[src/rtl/instruction_cache_dm.sv]
`default_nettype none
// ============================================================================
//  Module   : instruction_cache_dm
//  Purpose  : Direct-mapped instruction cache between the fetch stage and the
//             memory bus. A combinational tag/valid lookup serves hits in the
//             same cycle. A miss starts a line refill that reads one 32-bit
//             word per bus handshake. Fetch stalls while icache_r is low.
//  Ports    : CLK, reset        - clock / synchronous active-high reset
//             PC                - fetch address (PC[1:0] ignored)
//             flush             - invalidate every line, abandon any refill
//             icache_r          - hit, instruction valid this cycle
//             instruction       - fetched word on a hit, NOP_INSN otherwise
//             mem_req/mem_addr  - registered word read request to the bus
//             mem_ready         - bus handshake, mem_rdata valid this cycle
//             mem_rdata         - read data
//  Revision : 1.0 - initial release
// ============================================================================
module instruction_cache_dm #(
    parameter int          NUM_LINES  = 16,
    parameter int          LINE_WORDS = 4,
    parameter int          ADDR_W     = 64,
    parameter logic [31:0] NOP_INSN   = 32'h0000_0013
) (
    input  logic              CLK,
    input  logic              reset,
    input  logic [ADDR_W-1:0] PC,
    input  logic              flush,
    output logic              icache_r,
    output logic [31:0]       instruction,
    output logic              mem_req,
    output logic [ADDR_W-1:0] mem_addr,
    input  logic              mem_ready,
    input  logic [31:0]       mem_rdata
);

    localparam int BEAT_W = $clog2(LINE_WORDS);
    localparam int OFF_W  = BEAT_W + 2;
    localparam int IDX_W  = $clog2(NUM_LINES);
    localparam int TAG_W  = ADDR_W - IDX_W - OFF_W;

    localparam logic [BEAT_W-1:0] LAST_BEAT = BEAT_W'(LINE_WORDS - 1);

    localparam logic [0:0] S_IDLE   = 1'b0;
    localparam logic [0:0] S_REFILL = 1'b1;

    // ------------------------------------------------------------------
    // State
    // ------------------------------------------------------------------
    logic [0:0]           state_q, state_d;
    logic [NUM_LINES-1:0] valid_q, valid_d;
    logic [BEAT_W-1:0]    beat_q, beat_d;
    logic [ADDR_W-1:0]    mem_addr_q, mem_addr_d;
    logic                 mem_req_q;

    // Tag and data arrays carry no reset; only valid bits are cleared.
    logic [TAG_W-1:0]     tag_q  [NUM_LINES];
    logic [31:0]          data_q [NUM_LINES][LINE_WORDS];

    // ------------------------------------------------------------------
    // Address decode
    // ------------------------------------------------------------------
    logic [TAG_W-1:0]  w_pc_tag;
    logic [IDX_W-1:0]  w_pc_idx;
    logic [BEAT_W-1:0] w_pc_word;
    logic [TAG_W-1:0]  w_fill_tag;
    logic [IDX_W-1:0]  w_fill_idx;
    logic [BEAT_W-1:0] w_beat_inc;
    logic              w_lookup_hit;
    logic              w_miss_start;
    logic              w_beat_done;
    logic              w_last_beat;
    logic              unused_pc_bits;

    assign w_pc_tag  = PC[ADDR_W-1:IDX_W+OFF_W];
    assign w_pc_idx  = PC[IDX_W+OFF_W-1:OFF_W];
    assign w_pc_word = PC[OFF_W-1:2];

    // The request address register doubles as the latched line base: its
    // tag/index bits stay constant for the whole refill, only the word
    // select field steps with the beat counter.
    assign w_fill_tag = mem_addr_q[ADDR_W-1:IDX_W+OFF_W];
    assign w_fill_idx = mem_addr_q[IDX_W+OFF_W-1:OFF_W];

    assign w_beat_inc   = beat_q + BEAT_W'(1);
    assign w_lookup_hit = valid_q[w_pc_idx] && (tag_q[w_pc_idx] == w_pc_tag);
    assign w_miss_start = (state_q == S_IDLE) && !flush && !w_lookup_hit;
    assign w_beat_done  = (state_q == S_REFILL) && mem_ready && !flush;
    assign w_last_beat  = (beat_q == LAST_BEAT);

    // Byte offset within the word is not used by an instruction fetch.
    assign unused_pc_bits = ^PC[1:0];

    // ------------------------------------------------------------------
    // FSM: state register (mem_req registered alongside the state)
    // ------------------------------------------------------------------
    always_ff @(posedge CLK) begin
        if (reset) begin
            state_q   <= S_IDLE;
            mem_req_q <= 1'b0;
        end else begin
            state_q   <= state_d;
            mem_req_q <= (state_d == S_REFILL);
        end
    end

    // ------------------------------------------------------------------
    // FSM: next-state logic
    // ------------------------------------------------------------------
    always_comb begin
        state_d = state_q;
        if (flush) begin
            state_d = S_IDLE;
        end else begin
            case (state_q)
                S_IDLE: begin
                    if (!w_lookup_hit) begin
                        state_d = S_REFILL;
                    end
                end
                S_REFILL: begin
                    if (mem_ready && w_last_beat) begin
                        state_d = S_IDLE;
                    end
                end
                default: state_d = S_IDLE;
            endcase
        end
    end

    // ------------------------------------------------------------------
    // FSM: outputs (hit path is purely combinational)
    // ------------------------------------------------------------------
    always_comb begin
        icache_r    = (state_q == S_IDLE) && !flush && w_lookup_hit;
        instruction = NOP_INSN;
        if (icache_r) begin
            instruction = data_q[w_pc_idx][w_pc_word];
        end
    end

    assign mem_req  = mem_req_q;
    assign mem_addr = mem_addr_q;

    // ------------------------------------------------------------------
    // Refill datapath: beat counter, request address, valid bits
    // ------------------------------------------------------------------
    always_comb begin
        beat_d     = beat_q;
        mem_addr_d = mem_addr_q;
        valid_d    = valid_q;
        if (flush) begin
            valid_d = '0;
            beat_d  = '0;
        end else if (w_miss_start) begin
            beat_d     = '0;
            mem_addr_d = {PC[ADDR_W-1:OFF_W], {OFF_W{1'b0}}};
        end else if (w_beat_done) begin
            // On the last beat the counter wraps to 0 and the address
            // returns to the line base; mem_req is low by then.
            beat_d     = w_beat_inc;
            mem_addr_d = {mem_addr_q[ADDR_W-1:OFF_W], w_beat_inc, 2'b00};
            if (w_last_beat) begin
                valid_d[w_fill_idx] = 1'b1;
            end
        end
    end

    always_ff @(posedge CLK) begin
        if (reset) begin
            beat_q     <= '0;
            mem_addr_q <= '0;
            valid_q    <= '0;
        end else begin
            beat_q     <= beat_d;
            mem_addr_q <= mem_addr_d;
            valid_q    <= valid_d;
        end
    end

    // ------------------------------------------------------------------
    // Tag / data arrays (written only by an accepted refill beat)
    // ------------------------------------------------------------------
    always_ff @(posedge CLK) begin
        if (!reset && w_beat_done) begin
            data_q[w_fill_idx][beat_q] <= mem_rdata;
            if (w_last_beat) begin
                tag_q[w_fill_idx] <= w_fill_tag;
            end
        end
    end

endmodule
`default_nettype wire

[config.mk]
export PLATFORM = sky130hd
export DESIGN_NAME = instruction_cache_dm
export DESIGN_NICKNAME = d
export VERILOG_FILES = /design/src/rtl/instruction_cache_dm.sv
export SDC_FILE = /design/constraint.sdc
export NUM_CORES = 2
export LEC_CHECK = 0
export BUFFER_PORTS_ARGS = -buffer_cell sky130_fd_sc_hd__buf_4
export CAP_MARGIN = 20
export CORE_MARGIN = 1
export CORE_UTILIZATION = 48
export DETAILED_ROUTE_END_ITERATION = 16
export PLACE_DENSITY = 0.69
export SKIP_CTS_REPAIR_TIMING = 1
export SLEW_MARGIN = 15
export SYNTH_ARGS = -nofsm -noshare
export SYNTH_HDL_FRONTEND = slang
export SYNTH_SLANG_ARGS = --single-unit
[constraint.sdc]
create_clock -name CLK -period 6.6 [get_ports CLK]
set_input_delay 1.32 -clock CLK [delete_from_list [all_inputs] [get_ports CLK]]
set_output_delay 1.32 -clock CLK [all_outputs]
set_load 0.005 [all_outputs]
== After elaboration in Yosys (flattened, before gate mapping) ==
Memory sizes are Yosys's and may differ from the RTL's.
Index checks and enable logic that the tools add are counted.
Cells by class
  add/sub/neg operators: 1
  $lt $le $gt $ge: 6
  equal/unequal tests: 2
  multiplexer cells: 20
  bitwise gates (word level): 6
  reduce and logical (&&, ||, !) cells: 19
Operators by type and width (count)
  $mux W128: 1
  $mux W32: 4
  $bmux W32 S2: 1
  $demux W32 S2: 1
  $mux W64: 1
  $eq A56 B56 Y1: 1
  $or A16 B16 Y16: 1
  $logic_and A1 B1 Y1: 10
  $lt A4 B5 Y1 const B: 2
  $mux W1: 8
  $ge A3 B3 Y1 const B: 2
  $not A2 Y3: 2
  $bmux W1 S4: 1
  $demux W1 S4: 1
  $ge A4 B1 Y1 const B: 1
  $mux W4: 1
  $reduce_and A2 Y1: 2
  $logic_not A1 Y1: 3
  $lt A3 B1 Y1 const B: 1
  $not A1 Y1: 3
  $reduce_and A3 Y1: 1
  $reduce_or A3 Y1: 1
  $add A2 B1 Y2 const B: 1
  $eq A2 B2 Y1 const B: 1
  other kinds (3): 3
Word-level totals
  register bits: 83
  memory bits (writable): 2944
  bits of input ports: 100
  output and inout bits: 98
  logic and storage cells: 61
  memories: 2
Memory list
  data_q: words 16, bits a word 128, rd ports 1, clocked after Yosys merged registers in 0, write ports 1, RTL line 57  | logic [31:0] data_q [NUM_LINES][LINE_WORDS];
  tag_q: words 16, bits a word 56, rd ports 1, clocked after Yosys merged registers in 0, write ports 1, RTL line 56  | logic [TAG_W-1:0] tag_q [NUM_LINES];

== Logic depth before layout (Yosys ltp) ==
  depth after elaboration: 7
  gate-level depth with buffers: 16
  gate-level depth less buffers: 9

== Least setup slack after synthesis ==
No wires, ideal clock.
  path type: input port to flip-flop
  start: input port flush
  end: memory data_q[15][0] (netlist name) (enable)
  library setup time: 0.536 ns
  data arrival time: 6.020 ns
  data required time: 6.064 ns
  setup slack: 0.044 ns
  stages: 5
  path buffers: 2
  path through: nand3b_1 or3_1 clkbuf_1 clkbuf_1 nor2_1
On the way
  word-level cells in the longest chain between the ends: 5
RTL lines
  start: declaration: RTL line 27  | input logic flush,
  $logic_not A1 Y1: RTL line 87  | assign w_beat_done = (state_q == S_REFILL) && mem_ready && !flush;
  $logic_and A1 B1 Y1: RTL line 87
  $logic_and A1 B1 Y1: RTL line 184  | if (!reset && w_beat_done) begin
  $mux W1: RTL line 184
  $mux W128 (not written as such): RTL line 185  | data_q[w_fill_idx][beat_q] <= mem_rdata;
  end: declaration: RTL line 57
No other way between the ends.

== Final worst setup path ==
  start: input port PC[4]
  end: output port instruction[4]
On the way
  word-level cells in the longest chain between the ends: 5
  elaborated cells between the ends (all ways): 11
  classes of those cells: eq/ne: 1; mux: 6; reduce/logical: 2; memory: 2
RTL lines
  start: declaration: RTL line 26  | input logic [ADDR_W-1:0] PC,
  $mem_v2 Z16 W56 (tied with other cells)
  $eq A56 B56 Y1 (tied with other cells): RTL line 85  | assign w_lookup_hit = valid_q[w_pc_idx] && (tag_q[w_pc_idx] == w_pc_tag);
  $logic_and A1 B1 Y1 or $mux W32 (tied branches): RTL line 85, 137
  $logic_and A1 B1 Y1 or $mux W32 (tied branches): RTL line 134, 137
  $mux W32 *: RTL line 136  | if (icache_r) begin
  end: declaration: RTL line 29  | output logic [31:0] instruction,
Every way passes the cells marked *; elsewhere a longest branch is shown, timed or not. The select of a mux whose other input is x is not followed.

==> metrics.cfg <==
[route]
wl_um=284000
route.detailed.drc=0
detail-route-antenna-nets=0
firstDrtPassIters=8
viasPerCell=6.25
wl_per_cell_um=31.8
via_count=55900
drt_iter0_markers=6757

[placement]
dp_slack_ns=0.108
placed_cell_area_um2=124000
hpwl_um=156000
routabilityCongestion=0.855
portBuffers=193

[grt]
grt_pass1_wl_um=406000
antenna_found_initial=20
grt_pass1_vias=56100
grt_max_degree=144
track_usage_pct=23.2
grt-ovfl-total=0

[worst_setup_path]
crit_type=in -> out
cp.required_ns=5.28
crit_fanout=34
r2r.worst_path.cells=13
cp.arrival_ns=5.14
rr_startpoint=tag_q[0][16]
end_kind=primary output
start_kind=primary input
ff2ff_setup_slack_ns=2.55
timing.rr.end=mem_addr[47]

[cells_and_area]
drive_gt1_share_pct=30.0
stdcell_area_um2=133000
synthToLayoutAreaGrowth_pct=13.6
fillers=17700
fin_nets=5636
final_util_pct=55.1

[sta]
min_period_ns=6.46
fin_skew_ns=0.0494
slew_viol_final=0
fin_crit_sh_pct=97.9
hold_viol_final=0
maxSlewHeadroom_pct=21.3
fin_ws_ns=0.137
max_slew.worst_pin.slew_ns=1.18
fmax_mhz=155
setup_viol=0

[yosys]
netlist.area_leader.share_pct=75.5
synthTopCellsByArea=edfxtp_1 (76%), mux4_2 (16%), mux2i_1 (1.8%)
ys_ff_latch=3025
synth_cell_type_count=71
synthArstFlopShare_pct=0
synth_top_area_cell=edfxtp_1
synth_edf_count=2944
synth-seq-area-share_pct=76.9
synth_ff_type=edfxtp_1
synth.avg_cell_area_um2=22.9
synth_cells=5123
syn_area_um2=117000
synth_warnings=0

[power_and_ir_drop]
peakVddDrop_uv=240
p_leak_uw=0.0422
p_per_area_nw_per_um2=298

[floorplanning]
core-area_um2=241000
fp.dieW_um=496
die_area_um2=246000
ioPinCount=198
std_cell_rows=180
start_util_pct=48.5
fp.dieH_um=496

[cts]
htreeDepth=5
cts_tree=yes
cts_root_buffer=clkbuf_16
cts_num_sinks=3025
cts.clk_slew.worst_paths_ns=0.06
numCtsBuffers=305
clk_path_buf_depth=4
clk_latency_ns=0.93

[worst_hold_path]
min_to=valid_q[6]
min_path_type=reg -> reg
holdPathStages=2
min_from=valid_q[6]

[flow_run]
maxCapViolCount=0

[status]
status=finished clean

-- through the flow --
| stage | instances | setup TNS, ns | hold slack (ns) | power, uW |
|---|---|---|---|---|
| 5_1_grt | 8935 | -0.00135 | 0.510 | 40700 |
| 4_1_cts | 8932 | 0 | 0.471 | 39800 |
| 2_1_floorplan | 5124 | 0 | 0.432 | 22700 |
| 3_5_place_dp | 8409 | 0 | 0.455 | 23500 |
| 3_3_place_gp | 8409 | 0 | 0.445 | 23500 |
| 6_report | 8939 | 0 | 0.473 | 39600 |
-- cell families after synthesis --
group	share of synthesized area [%]
simple gates	2.01
other cells	0.00320
buf+inv	1.27
xor+xnor	0.337
mux	18.0
flops	76.9
compound gates	1.44
fa+ha+maj	0.0427
-- cell usage after synthesis (27+ instances only) --
cell and number:
clkbuf_1 107, nand2_1 63, o21ai_0 28, dfxtp_1 81
buf_2 102, a21oi_1 33, o22ai_1 32, mux2i_1 205
a22oi_1 32, xnor2_1 27, edfxtp_1 2944, mux2_2 29
nor2_1 120, nand2b_1 126, nor2b_1 44, mux4_2 830
buf_1 33
-- power by group --
part,leakage [uW],internal (uW),switching [uW],total (uW)
combinational,0.0101,805,1120,1920
sequential,0.0275,21100,118,21200
clock,0.00457,9520,6960,16500
total,0.0422,31400,8190,39600
-- cell type report --
cell class / count / area (um^2) / area share, %
clock buffers: 393 / 8290 / 6.23
inverters: 16 / 60.1 / 0.0451
well taps: 3185 / 3990 / 3.00
clock inverters: 130 / 1060 / 0.796
multi-input cells: 1799 / 26100 / 19.6
diodes: 6 / 15.0 / 0.0113
flip-flops and latches: 3025 / 90000 / 67.7
repair buffers: 385 / 3510 / 2.64
-- flip-flops by register name, summed over array words and instances (netlist names) --
name,flops
mem_addr,62
mem_req,1
data_q,2048
tag_q,896
beat_q,2
valid_q,16
-- worst max-delay path by stage --
stage | endpoint | slack (ns) | start | depth (start not counted)
after floorplan | data_q[15][0] | 0.04 | flush | 5
after CTS | instruction[4] | 0.14 | PC[4] | 14
after global routing | instruction[4] | -0.001 | PC[4] | 14
after detailed placement | instruction[4] | 0.11 | PC[4] | 14
final | instruction[4] | 0.14 | PC[4] | 14
after global placement | instruction[1] | 0.11 | PC[4] | 14
-- metal layers --
| metal | GRT usage, % | wire length, um | vias up |
|---|---|---|---|
| met3 | 5.74 | 28100 | 474 |
| met2 | 36.9 | 138000 | 2787 |
| met5 | 0 | 103 | - |
| met4 | 6.20 | 7080 | 16 |
| met1 | 32.1 | 111000 | 30100 |
| li1 | - | - | 22500 |
-- cells in the final DEF (no fill, tap or decap), types with 19 or more instances in the layout --
cell type | synthesis | final
buf_4 | 21 | 333
edfxtp_1 | 2944 | 2944
nor2b_1 | 44 | 44
mux2_2 | 29 | 29
clkbuf_1 | 107 | 67
buf_12 | 0 | 47
clkbuf_16 | 0 | 315
nor2_4 | 0 | 64
nand2b_1 | 126 | 126
a31oi_1 | 19 | 19
dfxtp_1 | 81 | 81
a21oi_1 | 33 | 33
mux4_2 | 830 | 830
o21ai_0 | 28 | 28
xnor2_1 | 27 | 27
clkinv_2 | 0 | 38
nor2_1 | 120 | 56
mux2i_1 | 205 | 205
nand2_1 | 63 | 63
clkinv_1 | 0 | 62
o22ai_1 | 32 | 32
a22oi_1 | 32 | 32
-- worst max-delay path, stage by stage --
cell and delay, ns:
buf_8 0.17, buf_12 0.27, mux2_2 0.37, a31o_2 0.25
a211oi_1 0.64, or4_1 0.29, o2111a_1 0.30, nand4_1 0.18
nor4_4 0.30, buf_4 0.20, nand4_1 0.16, buf_12 0.22
or2_1 0.26, buf_4 0.14
(Power assumes the default switching activity.)
